File: config.mk
export PLATFORM = sky130hd
export DESIGN_NAME = noc_output_arbiter
export DESIGN_NICKNAME = d
export VERILOG_FILES = /design/src/rtl/noc_pkg.sv /design/src/rtl/rr_arbiter.sv /design/src/rtl/noc_output_arbiter.sv
export SDC_FILE = /design/constraint.sdc
export NUM_CORES = 1
export LEC_CHECK = 0
export CAP_MARGIN = 20
export CORE_MARGIN = 4
export CORE_UTILIZATION = 40
export DETAILED_ROUTE_END_ITERATION = 6
export PLACE_DENSITY = 0.8
export SYNTH_ARGS = -nofsm -noshare
export SYNTH_HDL_FRONTEND = slang
export SYNTH_SLANG_ARGS = --single-unit
File: constraint.sdc
create_clock -name clk -period 4.55 [get_ports clk]
set_clock_uncertainty 0.1 [all_clocks]
set_input_delay 1.1375 -clock clk [delete_from_list [all_inputs] [get_ports clk]]
set_output_delay 1.1375 -clock clk [all_outputs]
set_load 0.01 [all_outputs]
File: src/rtl/noc_pkg.sv
// Shared constants for the mesh router: port numbering, default flit width, statistics counter width.
package noc_pkg;

    localparam int PORT_LOCAL     = 0;
    localparam int PORT_N         = 1;
    localparam int PORT_E         = 2;
    localparam int PORT_S         = 3;
    localparam int PORT_W         = 4;
    localparam int NUM_PORTS      = PORT_W + 1;
    localparam int DEF_DATA_WIDTH = 32;
    localparam int STAT_W         = 16;

endpackage

File: src/rtl/rr_arbiter.sv
// Rotating-priority arbiter: scans req from ptr with wrap-around; ptr moves past the winner on advance.
module rr_arbiter
    import noc_pkg::*;
#(
    parameter int NUM_IN = NUM_PORTS,
    parameter int IDX_W  = (NUM_IN > 1) ? $clog2(NUM_IN) : 1
) (
    input  logic              clk,
    input  logic              rst,
    input  logic [NUM_IN-1:0] req,
    input  logic              advance,
    output logic [NUM_IN-1:0] grant,
    output logic [IDX_W-1:0]  grant_idx
);

    logic [IDX_W-1:0] ptr;
    logic             found;
    int               cand;

    always_comb begin
        grant     = '0;
        grant_idx = '0;
        found     = 1'b0;
        cand      = 0;
        for (int k = 0; k < NUM_IN; k++) begin
            cand = int'(ptr) + k;
            if (cand >= NUM_IN) begin
                cand = cand - NUM_IN;
            end
            if (!found && req[cand]) begin
                found       = 1'b1;
                grant[cand] = 1'b1;
                grant_idx   = IDX_W'(cand);
            end
        end
    end

    // Priority restarts just after the last winner, which bounds every requester's wait to NUM_IN grants.
    always_ff @(posedge clk) begin
        if (rst) begin
            ptr <= '0;
        end else if (advance) begin
            ptr <= (grant_idx == IDX_W'(NUM_IN - 1)) ? '0 : grant_idx + 1'b1;
        end
    end

endmodule

File: src/rtl/noc_output_arbiter.sv
// Output port of a mesh router: round-robin over NUM_IN sources into a one-entry output register.
// Optional per-requester grant and stall counters are built when NOC_ARB_STATS_EN is defined.
module noc_output_arbiter
    import noc_pkg::*;
#(
    parameter int NUM_IN     = NUM_PORTS,
    parameter int DATA_WIDTH = DEF_DATA_WIDTH
) (
    input  logic                         clk,
    input  logic                         rst,
    input  logic [NUM_IN*DATA_WIDTH-1:0] req_data,
    input  logic [NUM_IN-1:0]            req_valid,
    output logic [NUM_IN-1:0]            req_ready,
    output logic [DATA_WIDTH-1:0]        dout,
    output logic                         vout,
    input  logic                         rin
`ifdef NOC_ARB_STATS_EN
    ,
    output logic [NUM_IN*STAT_W-1:0]     stat_grants,
    output logic [STAT_W-1:0]            stat_stall
`endif
);

    localparam int IDX_W = (NUM_IN > 1) ? $clog2(NUM_IN) : 1;

    logic [NUM_IN-1:0] grant;
    logic [IDX_W-1:0]  grant_idx;
    logic              can_accept;
    logic              accept;

    assign can_accept = !vout || rin;
    assign req_ready  = (rst || !can_accept || !(|req_valid)) ? '0 : grant;
    assign accept     = |req_ready;

    rr_arbiter #(
        .NUM_IN (NUM_IN),
        .IDX_W  (IDX_W)
    ) u_rr (
        .clk       (clk),
        .rst       (rst),
        .req       (req_valid),
        .advance   (accept),
        .grant     (grant),
        .grant_idx (grant_idx)
    );

    // Accepting while the old flit drains keeps the link at one flit per cycle.
    always_ff @(posedge clk) begin
        if (rst) begin
            vout <= 1'b0;
            dout <= '0;
        end else if (accept) begin
            vout <= 1'b1;
            dout <= req_data[grant_idx*DATA_WIDTH +: DATA_WIDTH];
        end else if (rin) begin
            vout <= 1'b0;
        end
    end

`ifdef NOC_ARB_STATS_EN
    always_ff @(posedge clk) begin
        if (rst) begin
            stat_grants <= '0;
            stat_stall  <= '0;
        end else begin
            for (int i = 0; i < NUM_IN; i++) begin
                if (req_ready[i] && stat_grants[i*STAT_W +: STAT_W] != {STAT_W{1'b1}}) begin
                    stat_grants[i*STAT_W +: STAT_W] <= stat_grants[i*STAT_W +: STAT_W] + 1'b1;
                end
            end
            if (vout && !rin && stat_stall != {STAT_W{1'b1}}) begin
                stat_stall <= stat_stall + 1'b1;
            end
        end
    end
`endif

endmodule

==> results of run 1 <==
==> cell usage in the layout, fill, tap and decap left out, types with 4 or more instances in the layout <==
cell / Yosys / routed
clkdlybuf4s50_1: 0 / 194
buf_4: 5 / 118
nand2_1: 53 / 52
mux2i_1: 42 / 38
dfxtp_1: 36 / 36
nor3b_2: 34 / 35
o22a_1: 33 / 33
a31o_1: 32 / 32
mux2_2: 31 / 31
nor2_1: 28 / 28
a21oi_1: 22 / 18
ha_1: 19 / 14
inv_1: 14 / 13
o21ai_0: 15 / 13
nor3_1: 14 / 12
nand2b_1: 11 / 11
nor2b_1: 9 / 9
nand3_1: 9 / 9
o211ai_1: 7 / 7
nor4_1: 6 / 6
a21oi_2: 1 / 5
xnor2_1: 5 / 5
mux2_1: 5 / 5
clkbuf_16: 0 / 5
o21ai_1: 2 / 4
and3_1: 4 / 4
o32ai_2: 2 / 4
dlygate4sd2_1: 0 / 4
==> power groups by stage <==
stage	clock [W]	sequential, W	combinational (W)
final	0.000429	0.000515	0.00482
after CTS	0.000431	0.000515	0.00473
after floorplan	0	0.000567	0.00293
after global placement	0	0.000512	0.00454
after global routing	0.000450	0.000528	0.00519
after detailed placement	0	0.000519	0.00463
==> metrics by stage <==
step	power (W)	area, um2	std cells	setup slack, ps
global placement	0.00505	7640	976	-631
global route	0.00617	8010	989	-18.9
CTS	0.00567	7920	987	-6.75
finish	0.00576	8010	989	102
detailed placement	0.00515	7640	976	-698
floorplan	0.00350	4780	559	25.9
==> Yosys cell counts, types with 5 or more instances <==
| cell | count |
|---|---|
| nand2_1 | 53 |
| mux2i_1 | 42 |
| dfxtp_1 | 36 |
| nor3b_2 | 34 |
| o22a_1 | 33 |
| a31o_1 | 32 |
| mux2_2 | 31 |
| nor2_1 | 28 |
| a21oi_1 | 22 |
| clkbuf_1 | 19 |
| ha_1 | 19 |
| o21ai_0 | 15 |
| inv_1 | 14 |
| nor3_1 | 14 |
| buf_2 | 13 |
| nand2b_1 | 11 |
| buf_6 | 10 |
| nand3_1 | 9 |
| nor2b_1 | 9 |
| o211ai_1 | 7 |
| nor4_1 | 6 |
| buf_4 | 5 |
| mux2_1 | 5 |
| nor3b_1 | 5 |
| xnor2_1 | 5 |
==> worst max-delay path, delay by kind of cell, from the launching register on <==
| family | cells | cell delay [ps] |
|---|---|---|
| fa+ha+maj | 2 | 390 |
| compound gates | 4 | 910 |
| simple gates | 2 | 230 |
| flops | 1 | 390 |
| buf+inv | 6 | 1000 |
==> sequential cells by signal, indices dropped and copies added, names as in the netlist <==
register and cells:
dout 32, u_rr.ptr 3, vout 1
==> cell families (layout without fill, tap and decap cells) <==
kind of cell	after synthesis	after routing
DFF	36	36
AOI/OAI and AO/OA	161	161
xor gates and xnor gates	5	5
and+or+nand+nor	194	194
adders and majority gates	20	20
buffers and inverters	64	351
muxes	79	79
==> final cells by class <==
class                           instances  area [um2]
Clock inverter                          1        30.0
Clock buffer                            7         153
Timing Repair Buffer                  328        2990
Inverter                               15        58.8
Tap cell                              143         179
Sequential cell                        36         721
Multi-Input combinational cell        459        3880
Fill cell                             909        3500
==> how the worst max path moves through the flow <==
stage | startpoint | depth (start not counted) | endpoint | slack [ps]
floorplan | u_rr.ptr[0] | 23 | u_rr.ptr[2] | 30
global placement | req_valid[1] | 9 | req_ready[3] | -630
detailed placement | req_valid[1] | 10 | req_ready[3] | -700
CTS | req_valid[1] | 10 | req_ready[3] | -7
global route | u_rr.ptr[1] | 15 | req_ready[2] | -20
finish | u_rr.ptr[1] | 14 | req_ready[2] | 100
==> layer usage <==
metal | global-route usage | vias to the layer above | wire length (um)
met3 | 0.0653 | 43 | 1320
met4 | 0.0864 | 0 | 608
li1 | - | 2684 | -
met2 | 0.511 | 228 | 10500
met5 | 0 | - | 0
met1 | 0.332 | 2673 | 7780
==> what timing repair did <==
item                       4_1_cts  5_1_grt
setup buffers                    3        2
gates resized for setup         40       23
hold endpoints to repair         0        0
pin swaps                       14        7
setup endpoints to repair        5        7
==> results.ini, run 1 <==
[detailed_routing]
route.detailed.vias_per_inst = 5.69
route.antenna.remaining_nets = 0
routed_wl_um = 20200
drcViolationCount = 0
dr_total_vias = 5628
routedWlPerCell_um = 20.4
detailedRoute.firstIterationViolations = 284
firstDrtPassIters = 5

[setup_path]
critPathLaunchType = flip-flop
critical_path.slowest_cell = dfxtp_1
crit_path_cell_trace = buf_4 > ha_1 > fa_2 > a21boi_4 > buf_4 > nor3_2 > o32ai_2 > a21oi_2 > buf_4 > buf_4 > and4_4 > buf_6 > a32o_1 > clkdlybuf4s15_2
critical-path-top-cell-by-count = buf_4
regToRegSetupSlack_ps = 190
critical_path_peak_fanout = 6
worstRegToRegCells = 19
category_of_the_critical_setup_timing_path = flip-flop to primary output
crit_reg_reg_endpoint = dout[18]
cp_data_required_time_ps = 3310
cpPeakStageDelay_ps = 390
critPathCaptureType = primary output
cp_data_arrival_time_ps = 3210
timing.rr.start = u_rr.ptr[1]

[sta]
period_share = 0.977
hold-worst-slack_ps = 489
maxClockFrequency_mhz = 225
setup-tns-final_ps = 0
setup_viol = 0
timing.max_slew.rel_slack = 0.590
report.final.hold_viol_count = 0
max_slew.worst_pin.slew_ps = 615
post-route-min-period_ps = 4450
report.final.slew_viol_count = 0

[synthesis]
yosysWarnings = 0
netlist_area_mm2 = 0.00473
synth_area_leader_cell = dfxtp_1
synth_compound_area_frac = 0.271
synth_top_family_by_area = compound AO/OA/AOI/OAI gates
yosys.area_share.adder = 0.0545
syn-mean-instance-area_um2 = 8.47
post-synth-top-area-fraction = 0.152
synth_xor_xnor_area_share = 0.00925
synth_nets = 747
synth_edf_count = 0
async_flop_share = 0
share_of_synthesized_cell_area_in_and_or_nand_and_nor_gates = 0.261
synthCells = 559
post_synth_main_area_contributors = dfxtp_1 (15%), nor3b_2 (9.0%), mux2i_1 (8.9%)
postSynth.topFlopCell = dfxtp_1
post_synthesis_sequential_area_ratio = 0.152
synth.ff_latch_count = 36
post_synth_mux_area_share = 0.177
yosys.cell_types.count = 79

[finish]
final_util = 0.696
layout-area-overhead-vs-synth_pct = 69.3
num_antenna_cells = 0
design.final.nets = 1033
drive_gt1_frac = 0.297

[floorplanning]
core_area_mm2 = 0.0115
die_ar_mm2 = 0.0136
rows = 39
die_width_um = 117
die_height_um = 117
io_pins = 206
floorplan.initialDensity = 0.411

[clocking]
clock_latency_ps = 270
clockBufferDepth = 2
tritoncts.num_buffers = 5
clock_tree_from_tritoncts = done
path_clk_slew_ps = 60
clock_sink_count = 36
postCtsHoldBufs = 0
ctsRootBufferMaster = clkbuf_16
ctsHtreeMaxLevel = 2

[grt]
antenna_found_initial = 0
grt_pass1_wl_um = 30400
grt_start_max_net_pins = 37
grt_overflow_total = 0
vias_in_the_first_global_route = 5901
track_usage = 0.283

[min_path]
min_path_type = flip-flop to flip-flop
min_delay_worst_endpoint = dout[13]
hp-start = dout[13]
worstHoldPathCells = 2

[pwr]
power.density_mw_per_mm2 = 719
internal_power_w = 0.00317
p_sw_w = 0.00259
vdd_ir_drop_max_mv = 0.562
power_frac_seq = 0.089
sw_frac_of_total = 0.450
power_frac_clock = 0.074
comb_power_share = 0.836
cellLeakagePower_nw = 3.09

[flow_run]
maxCapViolations = 0

[placed_design]
placement.io_buffers = 205
dpl.hpwl_um = 16600
routabilityCongestion = 1.01

[run_status]
status = complete, no violations

Note: power is estimated with default switching activity, not from simulation.
==> run 2: changes to the inputs <==
--- a/config.mk
+++ b/config.mk
@@ -9,6 +9,7 @@
 export CORE_MARGIN = 4
 export CORE_UTILIZATION = 40
 export DETAILED_ROUTE_END_ITERATION = 6
+export GPL_ROUTABILITY_DRIVEN = 0
 export PLACE_DENSITY = 0.8
 export SYNTH_ARGS = -nofsm -noshare
 export SYNTH_HDL_FRONTEND = slang
==> run 2 against run 1 <==
Global-route usage down 0.61 points; non-clock buffer count down 11; critical path type is now input pin to primary output; clock power down 2%; critical endpoint is now req_ready[0]; highest routed layer unchanged; sequential power about the same; sequential share of layout area about the same; first-iteration DRC count up 14%; critical path depth down 4.
==> results.ini, run 2 (synthesized netlist as in run 1, its figures left out) <==
[finish]
most_frequent_cells_in_the_layout = clkdlybuf4s50_1 (194), buf_4 (104), nand2_1 (53)
finish.cell_count_without_fillers = 979  ; -1.0%
layout_top_registers = dout (32), u_rr.ptr (3), vout (1)
n_fill_cell = 846  ; -6.9%
layout-area-overhead-vs-synth_pct = 69.8
commonest_non_fill_non_tap_cell_in_the_layout = clkdlybuf4s50_1
drive_gt1_frac = 0.309  ; +0.0123
stdcell_area_mm2 = 0.00804  ; +0.31%
largest_register_ffs = 32  ; unchanged
most_flops_register = dout
design.final.nets = 1022  ; -1.1%

[floorplanning]
die_ar_mm2 = 0.0136  ; unchanged
die_width_um = 117  ; unchanged
io_pins = 206  ; unchanged
floorplan.initialDensity = 0.411  ; unchanged
die_height_um = 117  ; unchanged
core_area_mm2 = 0.0115  ; unchanged
rows = 39  ; unchanged

[clocking]
clock_sink_count = 36  ; unchanged
clock_tree_from_tritoncts = done
clockBufferDepth = 2  ; unchanged
postCtsHoldBufs = 0  ; unchanged
path_clk_slew_ps = 60  ; about the same
tritoncts.num_buffers = 5  ; unchanged
ctsRootBufferMaster = clkbuf_16
clock_latency_ps = 270  ; about the same
ctsHtreeMaxLevel = 2  ; unchanged

[sta]
hold-worst-slack_ps = 496  ; +7.00 ps
report.final.slew_viol_count = 0  ; unchanged
setup_slack_ps = 74.9  ; -27.5 ps
maxClockFrequency_mhz = 223  ; -0.61%
post-route-min-period_ps = 4480  ; +27.5 ps
period_share = 0.984  ; +0.00604
max_slew.worst_pin.slew_ps = 631  ; +15.5 ps
rsz0062_at_grt = true
setup_viol = 0  ; unchanged
report.final.hold_viol_count = 0  ; unchanged
timing.max_slew.rel_slack = 0.580  ; -0.0103

[detailed_routing]
detailedRoute.firstIterationViolations = 323  ; +14%
route.antenna.remaining_nets = 0  ; unchanged
route.detailed.vias_per_inst = 5.94  ; +4.4%
dr_total_vias = 5814  ; +3.3%
routedWlPerCell_um = 20.4  ; about the same
routed_wl_um = 19900  ; -1.1%
drcViolationCount = 0  ; unchanged
firstDrtPassIters = 6  ; +1

[placed_design]
post_dp_cell_area_mm2 = 0.00756  ; -1.0%
dpl.hpwl_um = 15800  ; -4.8%
placed_cells = 962  ; -1.4%
dp_slack_ps = -649  ; +49.6 ps
placement.io_buffers = 205  ; unchanged

[min_path]
worstHoldPathCells = 2  ; unchanged
min_path_type = flip-flop to flip-flop
min_delay_worst_endpoint = dout[6]
hp-start = dout[6]

[setup_path]
critPathLaunchType = input pin
category_of_the_critical_setup_timing_path = input pin to primary output
regToRegSetupSlack_ps = 210  ; +20 ps
cpPeakStageDelay_ps = 390  ; about the same
cp_data_arrival_time_ps = 3240  ; +30 ps
worstRegToRegCells = 20  ; +1
worstPathBufferInverterCount = 2  ; -4
crit_reg_reg_endpoint = dout[30]
crit_path_cell_trace = clkdlybuf4s15_2 > or3b_4 > a21oi_2 > o21ai_1 > o32a_1 > nand4_1 > nor3_1 > o31a_1 > a31o_2 > clkdlybuf4s15_2
critical_path_peak_fanout = 5  ; -1
critPathCaptureType = primary output
timing.rr.start = u_rr.ptr[1]
critical-path-top-cell-by-count = clkdlybuf4s15_2
cp_top_family = compound AO/OA/AOI/OAI gates
cp_data_required_time_ps = 3310  ; about the same
critical_path.slowest_cell = or3b_4

[grt]
antenna_found_initial = 1  ; +1
grt_start_max_net_pins = 37  ; unchanged
vias_in_the_first_global_route = 6018  ; +2.0%
grt_overflow_total = 0  ; unchanged
track_usage = 0.277  ; -0.00609
grt_pass1_wl_um = 30000  ; -1.2%

[pwr]
power.density_mw_per_mm2 = 725  ; +0.83%
report.power.total_w = 0.00583  ; +1.1%
vdd_ir_drop_max_mv = 0.394  ; -30%
cellLeakagePower_nw = 3.05  ; -1.2%

[run_status]
status = complete, no violations

[flow_run]
maxCapViolations = 0  ; unchanged

## run 2: cell count changes in the layout (fill, tap and decap cells not counted), sizes merged
cell           previous run  this run
buf                     127       115
clkbuf                    9        11
dlygate4sd2               4         2
clkdlybuf4s15             1         2
diode                     0         1
## run 2: worst min-delay path, stage by stage, from the launching register on
cell and delay, ps:
dfxtp_1 310, nor3b_2 150, a31o_1 100
## run 2: final cells by class
| type | instances | area (um2) | share of cell area |
|---|---|---|---|
| clock inverters | 1 | 30.0 | 0.00374 |
| inverters | 15 | 56.3 | 0.00701 |
| flip-flops and latches | 36 | 726 | 0.0903 |
| clock buffers | 7 | 153 | 0.0190 |
| repair buffers | 317 | 2930 | 0.365 |
| multi-input cells | 459 | 3960 | 0.493 |
| diodes | 1 | 2.50 | 0.000311 |
| well taps | 143 | 179 | 0.0223 |
## run 2: worst max path at each step
stage                       from  slack [ps]  depth (start not counted)           end
floorplan            u_rr.ptr[0]          30                         23   u_rr.ptr[2]
global placement    req_valid[1]        -560                          9  req_ready[1]
detailed placement  req_valid[1]        -650                         10  req_ready[1]
CTS                 req_valid[1]          -8                         10  req_ready[1]
global route         u_rr.ptr[0]         -80                         11  req_ready[0]
finish              req_valid[4]          70                         10  req_ready[0]
## run 2: report_power, final
group	leakage [nW]	switching, W	internal [W]	total, W
logic	2.66	0.00241	0.00247	0.00489
registers	0.300	0.0000577	0.000460	0.000517
clock network	0.0901	0.000133	0.000289	0.000421
## run 2: metal layers
layer	share of wire	wire length (um)	vias to the layer above	global-route usage
met1	0.36	7160	2763	0.315
li1	-	-	2661	-
met3	0.089	1780	84	0.0776
met4	0.042	844	0	0.112
met5	0	0	-	0
met2	0.51	10200	306	0.488
## run 2: through the flow
| step | util | setup TNS [ps] |
|---|---|---|
| detailed placement | 0.656 | -9770 |
| CTS | 0.682 | -8.31 |
| finish | 0.698 | 0 |
| global route | 0.698 | -131 |
| floorplan | - | 0 |
| global placement | 0.656 | -6670 |
## run 2: repair_timing
action | in CTS | in global routing
gates resized for setup | 38 | 48
setup buffers | 5 | 3
setup endpoints to repair | 7 | 22
pin swaps | 9 | 12
